**src/rtl/pkt_defs.sv**
```systemverilog
// Shared encodings for the packet capture controller: FSM state codes and
// the default sync header bytes.
package pkt_defs;

  localparam logic [2:0] ST_IDLE    = 3'd0;
  localparam logic [2:0] ST_S1      = 3'd1;
  localparam logic [2:0] ST_S2      = 3'd2;
  localparam logic [2:0] ST_LEN     = 3'd3;
  localparam logic [2:0] ST_PAYLOAD = 3'd4;
  localparam logic [2:0] ST_DRAIN   = 3'd5;

  localparam logic [7:0] SYNC0_DEFAULT = 8'hAA;
  localparam logic [7:0] SYNC1_DEFAULT = 8'h55;
  localparam logic [7:0] SYNC2_DEFAULT = 8'hF0;

endpackage

```
**src/rtl/pkt_buf.sv**
```systemverilog
// Payload storage: register array with a synchronous write port and an
// asynchronous read port. Contents are data only and are never reset.
module pkt_buf #(
  parameter int DEPTH = 16,
  parameter int AW    = 4
) (
  input  logic          clk_i,
  input  logic          we_i,
  input  logic [AW-1:0] waddr_i,
  input  logic [7:0]    wdata_i,
  input  logic [AW-1:0] raddr_i,
  output logic [7:0]    rdata_o
);

  logic [7:0] mem_q [DEPTH];

  always_ff @(posedge clk_i) begin
    if (we_i) mem_q[waddr_i] <= wdata_i;
  end

  assign rdata_o = mem_q[raddr_i];

endmodule

```
**src/rtl/packet_capture_ctrl.sv**
```systemverilog
// Byte-stream packet capture: hunts a 3-byte sync header, reads a length byte,
// buffers the payload and drains it over a valid/ready handshake.
module packet_capture_ctrl
  import pkt_defs::*;
#(
  parameter int MAX_LEN = 16,
  parameter int TIMEOUT = 255,
  parameter int CNT_W   = 8
) (
  input  logic             clk,
  input  logic             reset,
  input  logic             enable,
  input  logic [7:0]       sync0,
  input  logic [7:0]       sync1,
  input  logic [7:0]       sync2,
  input  logic             in_valid,
  input  logic [7:0]       in_data,
  output logic             out_valid,
  input  logic             out_ready,
  output logic [7:0]       out_data,
  output logic             out_last,
  output logic             busy,
  output logic [CNT_W-1:0] pkt_count,
  output logic [CNT_W-1:0] err_count,
  output logic [CNT_W-1:0] drop_count,
  output logic [2:0]       state
);

  localparam int AW = (MAX_LEN > 1) ? $clog2(MAX_LEN) : 1;
  localparam int TW = $clog2(TIMEOUT + 1);

  function automatic logic [CNT_W-1:0] sat_inc(input logic [CNT_W-1:0] v);
    return (&v) ? v : v + 1'b1;
  endfunction

  logic [2:0]       state_q, state_d;
  logic [7:0]       len_q, len_d;
  logic [7:0]       wr_ptr_q, wr_ptr_d;
  logic [7:0]       rd_ptr_q, rd_ptr_d;
  logic [TW-1:0]    tmo_q, tmo_d;
  logic [CNT_W-1:0] pkt_q, pkt_d;
  logic [CNT_W-1:0] err_q, err_d;
  logic [CNT_W-1:0] drop_q, drop_d;
  logic             out_valid_q, out_valid_d;
  logic [7:0]       out_data_q, out_data_d;
  logic             out_last_q, out_last_d;

  logic             wr_en;
  logic [7:0]       buf_rdata;
  logic [7:0]       last_idx;
  logic             hunting;

  assign last_idx = len_q - 8'd1;
  assign hunting  = (state_q == ST_S1) || (state_q == ST_S2) ||
                    (state_q == ST_LEN) || (state_q == ST_PAYLOAD);

  pkt_buf #(
    .DEPTH (MAX_LEN),
    .AW    (AW)
  ) u_buf (
    .clk_i   (clk),
    .we_i    (wr_en),
    .waddr_i (wr_ptr_q[AW-1:0]),
    .wdata_i (in_data),
    .raddr_i (rd_ptr_d[AW-1:0]),
    .rdata_o (buf_rdata)
  );

  always_comb begin
    state_d  = state_q;
    len_d    = len_q;
    wr_ptr_d = wr_ptr_q;
    rd_ptr_d = rd_ptr_q;
    pkt_d    = pkt_q;
    err_d    = err_q;
    drop_d   = drop_q;
    tmo_d    = '0;
    wr_en    = 1'b0;

    case (state_q)
      ST_IDLE: begin
        if (in_valid && enable && (in_data == sync0)) state_d = ST_S1;
      end
      ST_S1: begin
        if (in_valid) begin
          if (in_data == sync1)      state_d = ST_S2;
          else if (in_data == sync0) state_d = ST_S1;
          else                       state_d = ST_IDLE;
        end
      end
      ST_S2: begin
        if (in_valid) begin
          if (in_data == sync2)      state_d = ST_LEN;
          else if (in_data == sync0) state_d = ST_S1;
          else                       state_d = ST_IDLE;
        end
      end
      ST_LEN: begin
        if (in_valid) begin
          if ((in_data != 8'd0) && (in_data <= 8'(MAX_LEN))) begin
            len_d    = in_data;
            wr_ptr_d = 8'd0;
            state_d  = ST_PAYLOAD;
          end else begin
            err_d   = sat_inc(err_q);
            state_d = ST_IDLE;
          end
        end
      end
      ST_PAYLOAD: begin
        if (in_valid) begin
          wr_en    = 1'b1;
          wr_ptr_d = wr_ptr_q + 8'd1;
          if (wr_ptr_q == last_idx) begin
            rd_ptr_d = 8'd0;
            state_d  = ST_DRAIN;
          end
        end
      end
      ST_DRAIN: begin
        if (in_valid) drop_d = sat_inc(drop_q);
        if (out_valid_q && out_ready) begin
          if (rd_ptr_q == last_idx) begin
            pkt_d   = sat_inc(pkt_q);
            state_d = ST_IDLE;
          end else begin
            rd_ptr_d = rd_ptr_q + 8'd1;
          end
        end
      end
      default: state_d = ST_IDLE;
    endcase

    // Idle-cycle watchdog; an accepted byte leaves tmo_d at its cleared default.
    if (hunting && !in_valid) begin
      if (tmo_q == TW'(TIMEOUT - 1)) begin
        state_d = ST_IDLE;
        err_d   = sat_inc(err_q);
      end else begin
        tmo_d = tmo_q + 1'b1;
      end
    end
  end

  // Output register stage; the final payload byte is forwarded straight from
  // in_data because it lands in the array on the same edge.
  always_comb begin
    out_valid_d = (state_d == ST_DRAIN);
    out_data_d  = 8'h00;
    out_last_d  = 1'b0;
    if (out_valid_d) begin
      if (wr_en && (wr_ptr_q[AW-1:0] == rd_ptr_d[AW-1:0])) out_data_d = in_data;
      else                                                   out_data_d = buf_rdata;
      out_last_d = (rd_ptr_d == (len_d - 8'd1));
    end
  end

  always_ff @(posedge clk or posedge reset) begin
    if (reset) begin
      state_q     <= ST_IDLE;
      len_q       <= 8'd0;
      wr_ptr_q    <= 8'd0;
      rd_ptr_q    <= 8'd0;
      tmo_q       <= '0;
      pkt_q       <= '0;
      err_q       <= '0;
      drop_q      <= '0;
      out_valid_q <= 1'b0;
      out_data_q  <= 8'h00;
      out_last_q  <= 1'b0;
    end else begin
      state_q     <= state_d;
      len_q       <= len_d;
      wr_ptr_q    <= wr_ptr_d;
      rd_ptr_q    <= rd_ptr_d;
      tmo_q       <= tmo_d;
      pkt_q       <= pkt_d;
      err_q       <= err_d;
      drop_q      <= drop_d;
      out_valid_q <= out_valid_d;
      out_data_q  <= out_data_d;
      out_last_q  <= out_last_d;
    end
  end

  assign out_valid  = out_valid_q;
  assign out_data   = out_data_q;
  assign out_last   = out_last_q;
  assign busy       = (state_q != ST_IDLE);
  assign state      = state_q;
  assign pkt_count  = pkt_q;
  assign err_count  = err_q;
  assign drop_count = drop_q;

endmodule
```
**config.mk**
```make
export PLATFORM = sky130hd
export DESIGN_NAME = packet_capture_ctrl
export DESIGN_NICKNAME = d
export VERILOG_FILES = /design/src/rtl/pkt_defs.sv /design/src/rtl/pkt_buf.sv /design/src/rtl/packet_capture_ctrl.sv
export SDC_FILE = /design/constraint.sdc
export NUM_CORES = 1
export LEC_CHECK = 0
export BUFFER_PORTS_ARGS = -buffer_cell sky130_fd_sc_hd__buf_2
export CAP_MARGIN = 20
export CORE_ASPECT_RATIO = 2
export CORE_MARGIN = 5
export CORE_UTILIZATION = 60
export DETAILED_ROUTE_END_ITERATION = 10
export GPL_ROUTABILITY_DRIVEN = 0
export GPL_TIMING_DRIVEN = 0
export PLACE_DENSITY = 0.8
export RECOVER_POWER = 50
export SLEW_MARGIN = 20
export SYNTH_ARGS = -nofsm -noshare
export SYNTH_HDL_FRONTEND = slang
export SYNTH_SLANG_ARGS = --single-unit
export TNS_END_PERCENT = 10
```
**constraint.sdc**
```tcl
create_clock -name clk -period 5.31 [get_ports clk]
set_input_delay 0.2655 -clock clk [delete_from_list [all_inputs] [get_ports clk]]
set_output_delay 0.2655 -clock clk [all_outputs]
set_load 0.01 [all_outputs]
```
== Yosys cells after proc, flatten, opt, wreduce, memory -nomap -nowiden ==
Memory sizes are Yosys's and may differ from the RTL's.
Cells that the tools add are included.
Word-level totals
  bits in registers: 69
  bits in writable memories: 128
  input bits: 37
  output and inout bits: 38
  logic and storage cells: 102
  memories: 1
Memories
  u_buf.mem_q: depth 16, bits a word 8, read ports 1, clocked after memory_dff 0, write ports 1, RTL line pkt_buf.sv:15  | logic [7:0] mem_q [DEPTH];
Cells by class
  $add $sub $neg: 8
  magnitude comparators: 1
  equal/unequal tests: 17
  mux-type cells: 42
  bitwise logic cells: 2
  reduce and logical (&&, ||, !) cells: 20
Operators with widths (number)
  two-way mux 8 bit: 20
  adder 8 x 1 -> 8 bit, second input constant: 6
  == test 8 bit: 6
  two-way mux 3 bit: 11
  case mux 8 bit (2 select lines): 2
  AND reduction 8 bit: 3
  case mux 3 bit (6 select lines): 1
  subtractor 8 x 1 -> 8 bit, second input constant: 2
  == test 3 bit, second input constant: 3
  == test 8 bit, second input constant: 1
  <= comparator 8 x 5 -> 1 bit, second input constant: 1
  AND reduction 4 bit: 2
  nonzero test 8 bit: 1
  == test 3 x 2 -> 1 bit, second input constant: 2
  logical AND 1 bit: 6
  two-way mux 1 bit: 6
  == test 4 bit: 1
  two-way mux 2 bit: 2
  inequality test 2 bit, second input constant: 2
  == test 3 x 1 -> 1 bit, second input constant: 1
  logical NOT 3 bit: 1
  logical OR 1 bit: 3
  AND reduction 3 bit: 1
  nonzero test 3 bit: 1
  4 further kinds: 5

== Depth between registers and ports, before layout ==
  depth after elaboration: 9
  mapped depth: 18

== Cells and area by module ==
From an unflattened synthesis, not the netlist that was laid out.
Second synthesis, totals
  cell total of the unflattened synthesis: 757
  area, all modules: 9704.3 µm²
By module, submodules not included
  pkt_buf: times used 1, cells each 221, area each 4987.3 µm², seq. area each 3843.7 µm²
  packet_capture_ctrl: times used 1, cells each 536, area each 4717.0 µm², seq. area each 1726.7 µm²

== Least setup slack after synthesis ==
Ideal clock, no wire load.
  kind: reg2reg
  from: register len_q[0]
  to: register out_data_q[4], in the netlist out_data[4]
  setup time: 0.124 ns
  arrival: 3.690 ns
  data required time: 5.186 ns
  path slack: 1.496 ns
  stages on the path, launching flop included: 18
  path buffers: 4
  clock period less this slack: 3.814 ns
  cells stage by stage: dfrtp_1 buf_6 inv_1 ha_1 buf_2 or4b_2 nor4_1 o21bai_1 a211o_1 nor3b_2 buf_6 o311a_1 a211oi_4 nor2_2 o31ai_4 buf_6 nor4b_1 a211o_1
Between the ends
  word-level cells in the longest chain between the ends: 9
RTL lines
  from (decl): RTL line packet_capture_ctrl.sv:37  | logic [7:0] len_q, len_d;
  from (signal assigned): RTL line packet_capture_ctrl.sv:173  | len_q <= len_d;
  subtractor 8 x 1 -> 8 bit (*): RTL line packet_capture_ctrl.sv:53  | assign last_idx = len_q - 8'd1;
  branches (longest 7 deep; another with memory (16 x 8 bit))
  two-way mux 8 bit (*): RTL line packet_capture_ctrl.sv:151  | if (out_valid_d) begin
  named net out_data_d[4]: RTL line packet_capture_ctrl.sv:45  | logic [7:0] out_data_q, out_data_d;
  to (signal assigned): RTL line packet_capture_ctrl.sv:181  | out_data_q <= out_data_d;
  to (decl): RTL line packet_capture_ctrl.sv:45
Mark *: on every way through the listed nets, which the timed path passes.
A chain may end at the register's enable or synchronous reset.

== Final worst setup path ==
  from: register len_q[0]
  to: register out_data_q[7], in the netlist out_data[7]
Same word-level chain as after synthesis.

==> impl_metrics.json <==
{
  "status": "finished with violations",
  "failed_checks": "max-capacitance violations, max-slew violations",
  "wl_per_cell_microns": 22.7,
  "min_period_ns": 4.76,
  "holdBufCountCts": 1,
  "dpl.hpwl_mm": 18.0,
  "yosysTopAreaCellShare_pct": 40.3,
  "synth_cell_type_count": 69,
  "path_buf_inv": 5,
  "crit_path_cell_trace": "buf_6 -> inv_1 -> ha_1 -> buf_2 -> or4b_2 -> nor4_1 -> o21bai_1 -> a211o_1 -> nor3b_2 -> buf_6 -> o311a_1 -> a211oi_4 -> nand2_1 -> clkbuf_1 -> o22ai_1 -> nor4b_1 -> a211o_1",
  "grt_overflow": 0,
  "stdcell_count": 1066,
  "numPortBuffers": 73,
  "clkLatencyLatePin_ns": 0.44,
  "dominantRegCellSynth": "edfxtp_1",
  "cts_setup_buffers": 0,
  "rows": 65,
  "ys_seq_elements": 197,
  "fin_hold_ws_ns": 0.281,
  "core_sq_mm": 0.0157,
  "wirelength_mm": 24.2,
  "drive_gt1_share_pct": 16.4,
  "dieArea_sq_mm": 0.0187,
  "finalClockSkew_ns": 0.00831,
  "timing.fmax_mhz": 210,
  "synth_common_cells": "128 x edfxtp_1, 69 x dfrtp_1, 53 x xnor2_1",
  "yosysMostFrequentCell": "edfxtp_1",
  "ant_nets": 0,
  "dieHeight_microns": 188,
  "worstHoldEndpoint": "state[1]",
  "hp-start": "in_valid",
  "hold_path_depth": 3,
  "first_pass_iters": 5,
  "clock-root-buffer": "clkbuf_16",
  "dp.cells": 1033,
  "hold_viol": 0,
  "grt_pass1_wl_mm": 37.3,
  "syn-mean-instance-area_sq_um": 12.6,
  "critPathMaxFanout": 10,
  "cts.sink_count": 197,
  "worst_setup_path_end_kind": "flip-flop",
  "synth.area.top_cells": "edfxtp_1 40%, dfrtp_1 18%, xnor2_1 4.9%",
  "post-synth-top-area-cell": "edfxtp_1",
  "powerDensity_mw_per_mm2": 309,
  "multi_input_area_sq_mm": 0.00364,
  "grt_max_degree": 60,
  "syn_to_final_growth_pct": 12.1,
  "async_flop_share_pct": 35.0,
  "p_leak_nw": 3.99,
  "drv_cap": 1,
  "chipWidth_microns": 99.1,
  "reg2reg_from": "len_q[0]",
  "rsz0062_at_grt": "no",
  "max_slew_margin_pct": -120,
  "vias": 6625,
  "fin_setup_tns_ns": 0,
  "tritoncts": "done",
  "n_antenna_cell": 0,
  "start_util_pct": 60.7,
  "synth_fp_nets": 807,
  "tightest_slew_ns": 3.30,
  "final_nets": 901,
  "numCtsBuffers": 17,
  "synth_edf_count": 128,
  "busiest_layer": "met2",
  "pin_count": 75,
  "rr_worst_depth": 17,
  "met2_usage_pct": 47.5,
  "min_path_type": "in -> reg",
  "drt-vias-per-instance": 6.21,
  "largest_register_ffs": 128,
  "met3_usage_pct": 4.82,
  "vdd_ir_drop_max_v": 0.000275,
  "ys_seq_area_share_pct": 58.4,
  "num-fill-cells": 1113,
  "max_stage_delay_ns": 0.67,
  "setup_violations": 0,
  "r2r_setup_slack_ns": 0.55,
  "crit_cells": 17,
  "netlist_area_sq_mm": 0.00953,
  "cp.arrival_ns": 5.09,
  "top_register": "u_buf.mem_q",
  "synthCells": 758,
  "cts_resized": 0,
  "required_ns": 5.63,
  "htreeDepth": 4,
  "path_clk_slew_ns": 0.07,
  "path_class": "reg -> reg",
  "crit_family": "compound AO/OA/AOI/OAI gates",
  "startpoint_type": "flip-flop",
  "yosys_warnings": 0,
  "cts_buffer_depth": 2,
  "maxSlewViolCount": 60,
  "antenna_found_initial": 0,
  "first_global_vias": 7023,
  "slowest_stage": "or4b_2",
  "place_ws_ns": 0.642,
  "drc": 0,
  "use_met1_pct": 25.6,
  "post-route-period-util_pct": 89.7,
  "reg2reg_to": "out_data[7]",
  "drt_iter0_drc": 462,
  "utilization_pct": 68.1,
  "seqCellArea_sq_mm": 0.00557,
  "track_usage_pct": 26.5,
  "fin_ws_ns": 0.546
}
-- cell families (layout without fill, tap and decap cells) --
logic type / Yosys count / count (layout) / synth area share (%)
flip-flops: 197 / 197 / 58.4
buffers and inverters: 71 / 178 / 3.49
AO/OA/AOI/OAI: 100 / 100 / 8.07
adder cells (fa/ha/maj): 12 / 12 / 1.58
multiplexers: 76 / 76 / 8.49
XOR/XNOR: 81 / 81 / 7.52
AND/OR/NAND/NOR: 221 / 221 / 12.4
-- cell type report --
class | count | share of cell area [%]
timing repair buffer | 75 | 3.23
inverter | 28 | 0.996
tap | 201 | 2.35
clock buffer | 21 | 4.12
sequential | 197 | 52.1
multi-input combinational | 490 | 34.1
buffer | 43 | 2.13
clock inverter | 11 | 0.960
-- tightest hold or removal path, stage by stage --
cell and delay [ns]:
clkbuf_1 0.18, a21oi_1 0.17, nor4_1 0.06
-- how the worst max path moves through the flow --
stage               startpoint          end  slack, ns
global placement      len_q[0]  out_data[7]       0.70
floorplan             len_q[0]  out_data[4]       1.50
detailed placement    len_q[0]  out_data[4]       0.64
CTS                   len_q[0]  out_data[4]       0.60
finish                len_q[0]  out_data[7]       0.55
global route          len_q[0]  out_data[4]       0.24
-- layer usage --
layer / vias to the layer above / part of all wire [%]
met4: 0 / 8.7
met3: 106 / 5.1
met1: 3259 / 32
li1: 2990 / -
met5: - / 0
met2: 270 / 54
-- cells in the final DEF, fill, tap and decap left out, types with 15 or more instances in the layout --
cell	count
dfrtp_1	69
nor4b_1	15
edfxtp_1	128
nand2_1	46
clkbuf_1	53
inv_1	26
buf_2	57
a22oi_1	15
mux2_2	31
o22ai_1	17
nand3_1	23
nand4_1	15
nor2_1	47
mux2i_1	40
clkbuf_16	17
xnor2_1	53
nor3_1	18
xor2_1	27
-- stage by stage --
| step | power, mW | area (sq um) |
|---|---|---|
| 2_1_floorplan | 1.99 | 9530 |
| 3_3_place_gp | 2.09 | 10100 |
| 3_5_place_dp | 2.12 | 10200 |
| 4_1_cts | 3.30 | 10700 |
| 5_1_grt | 3.41 | 10700 |
| 6_report | 3.30 | 10700 |
-- report_power, final --
group | switching (mW) | total, mW | leakage [nW] | internal [mW]
Sequential | 0.0530 | 1.73 | 2.08 | 1.67
Combinational | 0.223 | 0.361 | 1.65 | 0.138
Clock | 0.562 | 1.21 | 0.255 | 0.650
Power figures use the tool's default switching activity.
